File: src/rtl/fma_dot_sequencer.sv
//------------------------------------------------------------------------------
// fma_dot_sequencer
//
// Purpose:
//   Initiator-side controller for an external combinational fused multiply-add
//   unit (z = a*b + c, DW status layout). Operand pairs arrive over a
//   valid/ready stream. Each accepted pair is issued as one FMA operation, with
//   the running accumulator fed back as c. When the programmed number of pairs
//   has been consumed, the final accumulator and its sticky status are
//   presented on a valid/ready result port. This block does no arithmetic; all
//   floating-point math happens in the FMA attached to the fma_* ports.
//
// Ports:
//   clk, reset      rising-edge clock, synchronous active-high reset
//   start           begin a new dot product (sampled only while idle)
//   len             number of operand pairs (latched on start)
//   init_c          initial accumulator value (latched on start)
//   rnd             rounding mode (latched on start)
//   busy            high while running or while holding a result
//   in_valid/ready  operand-pair handshake; in_a, in_b are the operands
//   fma_a/b/c/rnd   operands and rounding mode driven to the FMA
//   fma_z/status    combinational FMA result and its status flags
//   out_valid/ready result handshake
//   out_z           final accumulator
//   out_status      sticky status {compspecific, hugeint, inexact, huge,
//                   tiny, invalid, infinity, zero}
//   out_count       number of pairs processed
//------------------------------------------------------------------------------
module fma_dot_sequencer #(
   parameter int SIG_WIDTH = 23,
   parameter int EXP_WIDTH = 8,
   parameter int LEN_WIDTH = 8
) (
   input  logic                           clk,
   input  logic                           reset,
   input  logic                           start,
   input  logic [LEN_WIDTH-1:0]           len,
   input  logic [SIG_WIDTH+EXP_WIDTH:0]   init_c,
   input  logic [2:0]                     rnd,
   output logic                           busy,
   input  logic                           in_valid,
   output logic                           in_ready,
   input  logic [SIG_WIDTH+EXP_WIDTH:0]   in_a,
   input  logic [SIG_WIDTH+EXP_WIDTH:0]   in_b,
   output logic [SIG_WIDTH+EXP_WIDTH:0]   fma_a,
   output logic [SIG_WIDTH+EXP_WIDTH:0]   fma_b,
   output logic [SIG_WIDTH+EXP_WIDTH:0]   fma_c,
   output logic [2:0]                     fma_rnd,
   input  logic [SIG_WIDTH+EXP_WIDTH:0]   fma_z,
   input  logic [7:0]                     fma_status,
   output logic                           out_valid,
   input  logic                           out_ready,
   output logic [SIG_WIDTH+EXP_WIDTH:0]   out_z,
   output logic [7:0]                     out_status,
   output logic [LEN_WIDTH-1:0]           out_count
);

   localparam int W = SIG_WIDTH + EXP_WIDTH + 1;

   typedef enum logic [1:0] {
      S_IDLE = 2'd0,
      S_RUN  = 2'd1,
      S_DONE = 2'd2
   } state_e;

   // True when the magnitude (everything except the sign bit) is zero,
   // i.e. the value is +0 or -0.
   function automatic logic mag_is_zero(input logic [W-1:0] v);
      return (v[W-2:0] == {(W-1){1'b0}});
   endfunction

   state_e                state_q,     state_d;
   logic [W-1:0]          acc_q,       acc_d;
   logic [LEN_WIDTH-1:0]  cnt_q,       cnt_d;
   logic [7:0]            sticky_q,    sticky_d;
   logic [2:0]            rnd_q,       rnd_d;
   logic [LEN_WIDTH-1:0]  len_q,       len_d;
   logic                  out_valid_q, out_valid_d;
   logic                  busy_q,      busy_d;

   logic                  accept_s;
   logic [LEN_WIDTH:0]    cnt_inc_s;
   logic                  last_s;

   // Pair handshake and end-of-vector detection. The increment is one bit
   // wider than the counter so a maximal len cannot wrap before the compare.
   assign accept_s  = in_valid && (state_q == S_RUN);
   assign cnt_inc_s = {1'b0, cnt_q} + {{LEN_WIDTH{1'b0}}, 1'b1};
   assign last_s    = (cnt_inc_s == {1'b0, len_q});

   // Next-state and datapath update logic.
   always_comb begin
      state_d  = state_q;
      acc_d    = acc_q;
      cnt_d    = cnt_q;
      sticky_d = sticky_q;
      rnd_d    = rnd_q;
      len_d    = len_q;
      case (state_q)
         S_IDLE: begin
            if (start) begin
               acc_d = init_c;
               rnd_d = rnd;
               len_d = len;
               cnt_d = {LEN_WIDTH{1'b0}};
               if (len == {LEN_WIDTH{1'b0}}) begin
                  // Empty vector: the result is init_c itself, so its zero
                  // flag is derived here rather than by the FMA.
                  sticky_d = {7'b000_0000, mag_is_zero(init_c)};
                  state_d  = S_DONE;
               end else begin
                  sticky_d = 8'h00;
                  state_d  = S_RUN;
               end
            end else begin
               state_d = S_IDLE;
            end
         end
         S_RUN: begin
            if (accept_s) begin
               acc_d    = fma_z;
               cnt_d    = cnt_inc_s[LEN_WIDTH-1:0];
               // Exception flags accumulate; the zero flag describes only
               // the latest result.
               sticky_d = {sticky_q[7:1] | fma_status[7:1], fma_status[0]};
               if (last_s) begin
                  state_d = S_DONE;
               end else begin
                  state_d = S_RUN;
               end
            end else begin
               state_d = S_RUN;
            end
         end
         S_DONE: begin
            // start is deliberately not looked at here; no queueing.
            if (out_ready) begin
               state_d = S_IDLE;
            end else begin
               state_d = S_DONE;
            end
         end
         default: begin
            state_d = S_IDLE;
         end
      endcase
      out_valid_d = (state_d == S_DONE);
      busy_d      = (state_d != S_IDLE);
   end

   // State and datapath registers with synchronous reset.
   always_ff @(posedge clk) begin
      if (reset) begin
         state_q     <= S_IDLE;
         acc_q       <= {W{1'b0}};
         cnt_q       <= {LEN_WIDTH{1'b0}};
         sticky_q    <= 8'h00;
         rnd_q       <= 3'd0;
         len_q       <= {LEN_WIDTH{1'b0}};
         out_valid_q <= 1'b0;
         busy_q      <= 1'b0;
      end else begin
         state_q     <= state_d;
         acc_q       <= acc_d;
         cnt_q       <= cnt_d;
         sticky_q    <= sticky_d;
         rnd_q       <= rnd_d;
         len_q       <= len_d;
         out_valid_q <= out_valid_d;
         busy_q      <= busy_d;
      end
   end

   // FMA operands are always driven; their value only matters while running.
   assign fma_a   = in_a;
   assign fma_b   = in_b;
   assign fma_c   = acc_q;
   assign fma_rnd = rnd_q;

   assign in_ready   = (state_q == S_RUN);
   assign busy       = busy_q;
   assign out_valid  = out_valid_q;
   assign out_z      = acc_q;
   assign out_status = sticky_q;
   assign out_count  = cnt_q;

endmodule
File: config.mk
export PLATFORM = sky130hd
export DESIGN_NAME = fma_dot_sequencer
export DESIGN_NICKNAME = d
export VERILOG_FILES = /design/src/rtl/fma_dot_sequencer.sv
export SDC_FILE = /design/constraint.sdc
export NUM_CORES = 1
export LEC_CHECK = 0
export ABC_AREA = 1
export BUFFER_PORTS_ARGS = -buffer_cell sky130_fd_sc_hd__buf_4
export CAP_MARGIN = 40
export CORE_AREA = 2 2 117 119
export CTS_BUF_LIST = sky130_fd_sc_hd__clkbuf_8
export DETAILED_ROUTE_END_ITERATION = 10
export DIE_AREA = 0 0 119 121
export GPL_ROUTABILITY_DRIVEN = 1
export PLACE_DENSITY = 0.59
export SLEW_MARGIN = 0
export SYNTH_ARGS = -nofsm -noshare
export SYNTH_HDL_FRONTEND = slang
export SYNTH_SLANG_ARGS = --single-unit
export TNS_END_PERCENT = 50
File: constraint.sdc
create_clock -name clk -period 1.8 [get_ports clk]
set_input_delay 0.27 -clock clk [delete_from_list [all_inputs] [get_ports clk]]
set_output_delay 0.27 -clock clk [all_outputs]
set_load 0.005 [all_outputs]
==> results of run 1 <==
[tightest hold or removal path, delay by kind of cell]
| family | cells | cell delay [ns] |
|---|---|---|
| buffers and inverters | 1 | 0.08 |
| AOI/OAI and AO/OA | 1 | 0.05 |
| and+or+nand+nor | 1 | 0.07 |
[power by group through the flow]
stage / registers, W / clock network (W) / logic (W)
global placement: 0.00165 / 0 / 0.000917
floorplan: 0.00163 / 0 / 0.000574
finish: 0.00162 / 0.00119 / 0.000917
CTS: 0.00162 / 0.00123 / 0.000930
detailed placement: 0.00165 / 0 / 0.000928
global route: 0.00164 / 0.00128 / 0.00101
[cell usage in the layout (no fill, tap or decap), drive strengths merged]
master	n
a21oi	24
a31oi	32
buf	186
bufinv	1
clkbuf	9
clkinv	6
dfxtp	63
ha	1
inv	28
nand2	116
nand3	19
nand4	4
nor2	33
nor3	2
nor4	7
o21ai	48
o21bai	1
[path summary, 6_finish.rpt]
kind / from / end
max: out_count[0] / busy
min: fma_status[4] / out_status[4]
max reg2reg: out_count[0] / busy
min reg2reg: len_q[7] / len_q[7]
[per-layer routing]
layer  vias up  GRT usage (%)
met5         -              0
met4         0          8.705
met3        47          3.994
met2       140          27.01
met1      1631          17.60
li1       1703              -
[flip-flops by register name, summed over array words and instances, names as in the netlist]
register	count
fma_c	32
out_valid	1
state_q	2
out_count	8
busy	1
out_status	8
len_q	8
fma_rnd	3
[metrics by stage]
stage                     cell area (sq um)  util (%)  worst slack [ns]
final                                  4588     35.06            0.1330
after global placement                 4409     33.70            0.1192
after CTS                              4587     35.05           0.09852
after floorplan                        3592         -            0.2718
after global routing                   4588     35.06          0.007256
after detailed placement               4409     33.70            0.1166
[area by class of cell]
class	count	area share (%)
timing repair buffer	186	30.98
multi-input combinational	287	30.41
tap	176	4.800
sequential	63	27.52
inverter	29	2.427
clock inverter	6	1.173
clock buffer	9	2.700
[what timing repair did]
item / 4_1_cts / 5_1_grt
setup endpoints to repair: 1 / 4
pin swaps: 1 / 0
resized for setup: 0 / 1
hold buffers: 0 / 0
setup buffers: 1 / 0
gates cloned: 0 / 0
[kinds of logic after synthesis]
group	count (synthesis)	share of synthesized area [%]
adder cells (fa/ha/maj)	1	0.3483
AND/OR/NAND/NOR	181	22.57
flip-flops	63	35.11
AO/OA/AOI/OAI	105	15.92
buffers and inverters	146	26.05
==> metrics.txt, run 1 <==
status=complete, no violations; Post-Layout Cell Count=756; DR pass1 iterations=5; RSZ-0062 raised after global routing=no; proportion of layout cells with a drive suffix above 1=37.59%; Crit path max-delay family=simple AND/OR/NAND/NOR gates; grt ovf=0; met1 wire length=4690 um; Critical-path top delay cell=dfxtp_2; Max Slew Vio Count=0; Clk pwr share=between 30% and 40%; LEAKAGE=2.167 nW; area of the multi-input gates=1395 sq um; final setup fails=0; final hold violation count=0; Core ar.=between 10000 and 15000 sq um; n_diodes=0; EDFF count, synth=0; mapped cell area=3592 sq um; switching power=around 0.0011 W; Critical Path Fanout Max=5; H-tree lvl count=3; hold path depth=3; Cell Rows=42; Max Used Layer=met4; DRT iter0 DRCs=170; sw frac=a little under 30%; top_reg_cell synth=dfxtp_1; pwr/cell area=811.3 nW/um^2; post-synthesis sequential element count=63; WL met2=5883 um; DR vias/cell=about 4.7; register area share after synthesis=a little over a third; Worst EP required=2.06 ns; Worst EP arrival=1.92 ns; vias in the first global route=3334; Pint=0.002619 W; biggest area consumer among synthesized cells=dfxtp_1; fin crit share=92.61%; fillcell total=approximately 1400; largest net degree at the start of global routing=40; startpoint types=flop; CTS sink cnt=63; Final HPWL DP=9275 um; CP Capture Type=flop; Post-synth ARST share=0%; DRT antenna net count=0; WL per Instance=15.52 um; Peak VDD IR=335.6 uV; Comb pwr share=24.6%; Final GP Congestion=just under 0.9; Slew HR=69.66%; reg2reg path depth=12; setup TNS after final layout=0 ns; Die Y=121 um; met3 WL=about 790 um; Crit path top cell by count=nand2_1; initial antenna violation count=0; WP depth=12; Syn Nets=649; Tot Pwr=between 0.003 and 0.004 W; synth top area cells=dfxtp_1 (35%), buf_4 (21%), nand2_1 (11%), o21ai_0 (6.5%), a31oi_1 (5.6%); max incr delay on CP=0.37 ns; Initial Utilization=27.45%; Buffers on Ports=173; distinct cell type count after synthesis=29; Yosys top cell area share=35.11%; Reg power frac=43.5%; final hold slack=0.1437 ns; critical path class=reg2reg; MaxCap Viol Count=0; Synth-to-Final Area Change=27.73%; achievable frequency=599.9 MHz; Buf/Inv on CP=0; WL final=11730 um; Synth Area per Inst=roughly 7.2 sq um; cts bufs inserted=9; Reg area=between 1000 and 1500 sq um; Syn Inst Count=just under 500; Die ar.=14400 sq um; worst-margin pin slew=0.4509 ns; Vias=3521; Die W=119 um; CTS tree=done; latest clock arrival within the worst-skew pair=0.36 ns; I/O pin cnt=302; Clk pin slew, worst setup/hold paths=0.07 ns; CP Cell Sequence=ha_1 -> nand3_1 -> nor2_1 -> nand2_1 -> nand2_1 -> nor2_1 -> nor2_2 -> nand3_2 -> nand2_1 -> nand2_1 -> nand2_2 -> nand2_2; nets=729; Worst Skew=0.006833 ns; first-pass GRT wire length=17390 um; Reg2Reg Setup Slack=around 0.13 ns; Placed Cells=741; Root Driver=clkbuf_8; Max clock buf depth=2; minimum clock period=1.667 ns; Ys Warns=0; GRT Total Usage=about 16%; min-delay worst type=in2reg; count leader, synth=nand2_1; Remaining DRCs=0; Post-synth top cells=nand2_1 (109), buf_4 (100), dfxtp_1 (63), o21ai_0 (47), a31oi_1 (32)
Power figures use the tool's default switching activity.
==> inputs of run 2 (changes only) <==
--- a/config.mk
+++ b/config.mk
@@ -5,7 +5,7 @@
 export SDC_FILE = /design/constraint.sdc
 export NUM_CORES = 1
 export LEC_CHECK = 0
-export ABC_AREA = 1
+export ABC_CLOCK_PERIOD_IN_PS = 1800
 export BUFFER_PORTS_ARGS = -buffer_cell sky130_fd_sc_hd__buf_4
 export CAP_MARGIN = 40
 export CORE_AREA = 2 2 117 119
@@ -13,7 +13,7 @@
 export DETAILED_ROUTE_END_ITERATION = 10
 export DIE_AREA = 0 0 119 121
 export GPL_ROUTABILITY_DRIVEN = 1
-export PLACE_DENSITY = 0.59
+export PLACE_DENSITY = 0.6
 export SLEW_MARGIN = 0
 export SYNTH_ARGS = -nofsm -noshare
 export SYNTH_HDL_FRONTEND = slang
==> metrics.txt, run 2 <==
status=finished, violations left; failing checks=negative setup slack; Syn Inst Count=~470; WL per Instance=16.44 um; Tot Pwr=0.003991 W; post-synthesis sequential element count=63; fin crit share=100.0%; initial antenna violation count=0; critical path class=reg2reg; Die Y=121 um; Die ar.=14400 sq um; GRT Total Usage=16.23%; CTS tree=done; Core ar.=13090 sq um; grt ovf=0; first-pass GRT wire length=18200 um; I/O pin cnt=302; Max Slew Vio Count=0; Die W=119 um; Initial Utilization=28.49%; DR pass1 iterations=4; synth top area cells=dfxtp_1 (34%), buf_4 (20%), nand2_1 (9.4%), a311oi_2 (8.1%), nor2_1 (5.1%); LEAKAGE=2.160 nW; max incr delay on CP=0.36 ns; Remaining DRCs=0; startpoint types=flop; Final GP Congestion=~0.89; Synth Area per Inst=8.016 sq um; Post-synth ARST share=0%; cts bufs inserted=9; final hold violation count=0; multiplexer share of the synthesized area=0%; commonest non-fill, non-tap cells in the layout=buf_4 (201), nand2_1 (93), dfxtp_1 (60); Worst Skew=0.01055 ns; commonest non-fill, non-tap cell in the layout=buf_4; Reg area=approximately 1300 sq um; main combinational cell family by area after synthesis=buffers and inverters; Final HPWL DP=about 9500 um; Worst EP required=2.04 ns; DRT antenna net count=0; mapped cell area=about 3700 sq um; min-delay worst type=in2reg; CP Capture Type=flop; Compound-Gate Fraction of Synth Area=18.33%; proportion of layout cells with a drive suffix above 1=44.34%; nets=roughly 700; final setup fails=1; Critical-path top delay cell=dfxtp_4; top_reg_cell synth=dfxtp_1; n_diodes=0; Cell Rows=42; vias in the first global route=~3400; biggest area consumer among synthesized cells=dfxtp_1; DRT iter0 DRCs=roughly 190; minimum clock period=approximately 1.8 ns; fillcell total=approximately 1300; distinct cell type count after synthesis=40; DR vias/cell=around 4.8; largest net degree at the start of global routing=36; Peak VDD IR=273.3 uV; count leader, synth=buf_4; Syn Nets=around 620; Post-synth top cells=buf_4 (101), nand2_1 (93), dfxtp_1 (63), nor2_1 (51), a21oi_1 (30); Yosys top cell area share=between 30% and 40%; Buffers on Ports=roughly 170; Slew HR=67.92%; H-tree lvl count=3; Ys Warns=0; RSZ-0062 raised after global routing=yes; share of synthesized cell area in full adder, half adder and majority cells=less than 1%; Synth Area in XOR/XNOR=2.350%; latest clock arrival within the worst-skew pair=0.34 ns; CTS sink cnt=between 60 and 70; Clk pin slew, worst setup/hold paths=0.07 ns; CP Cell Sequence=ha_4 -> nand3_4 -> or3_1 -> a222oi_1 -> nand3_1 -> a21o_1; max reg flops=32; pwr/cell area=828.1 nW/um^2; setup TNS after final layout=-0.0002369 ns; area of the multi-input gates=1603 sq um; Synth-to-Final Area Change=29.31%; fin worst setup slack=-0.0002369 ns; EDFF count, synth=0; Core Util, Final=36.83%; MaxCap Viol Count=0; Worst EP arrival=between 2 and 2.5 ns; WL final=12050 um; Root Driver=clkbuf_8; Vias=3484; register area share after synthesis=33.84%; Synth Area in Simple Gates=21.42%; Max clock buf depth=2; Critical Path Fanout Max=6; worst-margin pin slew=0.4800 ns; achievable frequency=555.5 MHz
==> run 2: cell types whose count changed after synthesis, sizes merged, moves of 3 or more <==
cell | before | now
a21oi | 24 | 30
o21ai | 48 | 7
inv | 27 | 1
a31oi | 32 | 0
nor2 | 33 | 51
or3 | 0 | 3
xnor2 | 0 | 5
and3 | 0 | 3
nand3 | 19 | 7
buf | 103 | 111
xor2 | 0 | 5
nand2 | 116 | 93
a311oi | 0 | 33
==> run 2: layer usage <==
| layer | share of wire [%] | vias up | global-route usage, % |
|---|---|---|---|
| met5 | 0 | - | 0 |
| met1 | 36 | 1613 | 16.61 |
| met2 | 52 | 160 | 29.45 |
| met3 | 9.2 | 48 | 6.156 |
| met4 | 3.0 | 0 | 7.068 |
| li1 | - | 1663 | - |
==> run 2: final cells by class <==
cell class                      instances  area share [%]
Clock buffer                           13           3.712
Clock inverter                          3          0.3115
Inverter                                1         0.07788
Multi-Input combinational cell        275           33.26
Sequential cell                        63           26.35
Tap cell                              176           4.569
Timing Repair Buffer                  202           31.72
==> run 2: timing repair <==
action	in CTS	in global routing
resized for setup	1	0
hold buffers	0	0
pin swaps	4	0
endpoints found under the setup margin	1	3
buffers inserted	1	0
==> run 2: logic make-up after synthesis <==
kind of cell | Yosys count
fa+ha+maj | 1
compound gates | 80
flops | 63
simple gates | 184
xor+xnor | 10
buf+inv | 127
==> run 2: worst max-delay path: cells and delay by family, from the launching register on <==
| kind | cells | cell delay [ns] |
|---|---|---|
| fa+ha+maj | 1 | 0.18 |
| flops | 1 | 0.36 |
| compound gates | 2 | 0.55 |
| simple gates | 3 | 0.61 |
==> run 2: final timing paths <==
check / startpoint / end / slack [ns] / cells past startpoint
worst max-delay path: out_count[0] / state_q[0] / -0.0002 / 6
worst min-delay path: out_ready / busy / 0.11 / 2
worst max register to register: out_count[0] / state_q[0] / -0.0002 / 6
worst min register to register: len_q[7] / len_q[7] / 0.47 / 2
==> run 2: stage by stage <==
stage	hold slack [ns]	cell area (sq um)	setup slack, ns	cells
2_1_floorplan	0.3628	3759	-0.01032	465
5_1_grt	0.07701	4820	-0.06424	733
6_report	0.1060	4820	-0.0002369	733
4_1_cts	0.08507	4820	0.008613	733
3_5_place_dp	0.4622	4617	-0.03171	716
3_3_place_gp	0.4470	4617	-0.01428	716
==> run 2: power breakdown <==
group / switching [W] / internal (W) / leakage, nW / total, W
registers: 0.000113 / 0.00153 / 0.521 / 0.00164
clock network: 0.000564 / 0.000644 / 0.105 / 0.00121
logic: 0.000537 / 0.000604 / 1.53 / 0.00114
total: 0.00121 / 0.00278 / 2.16 / 0.00399
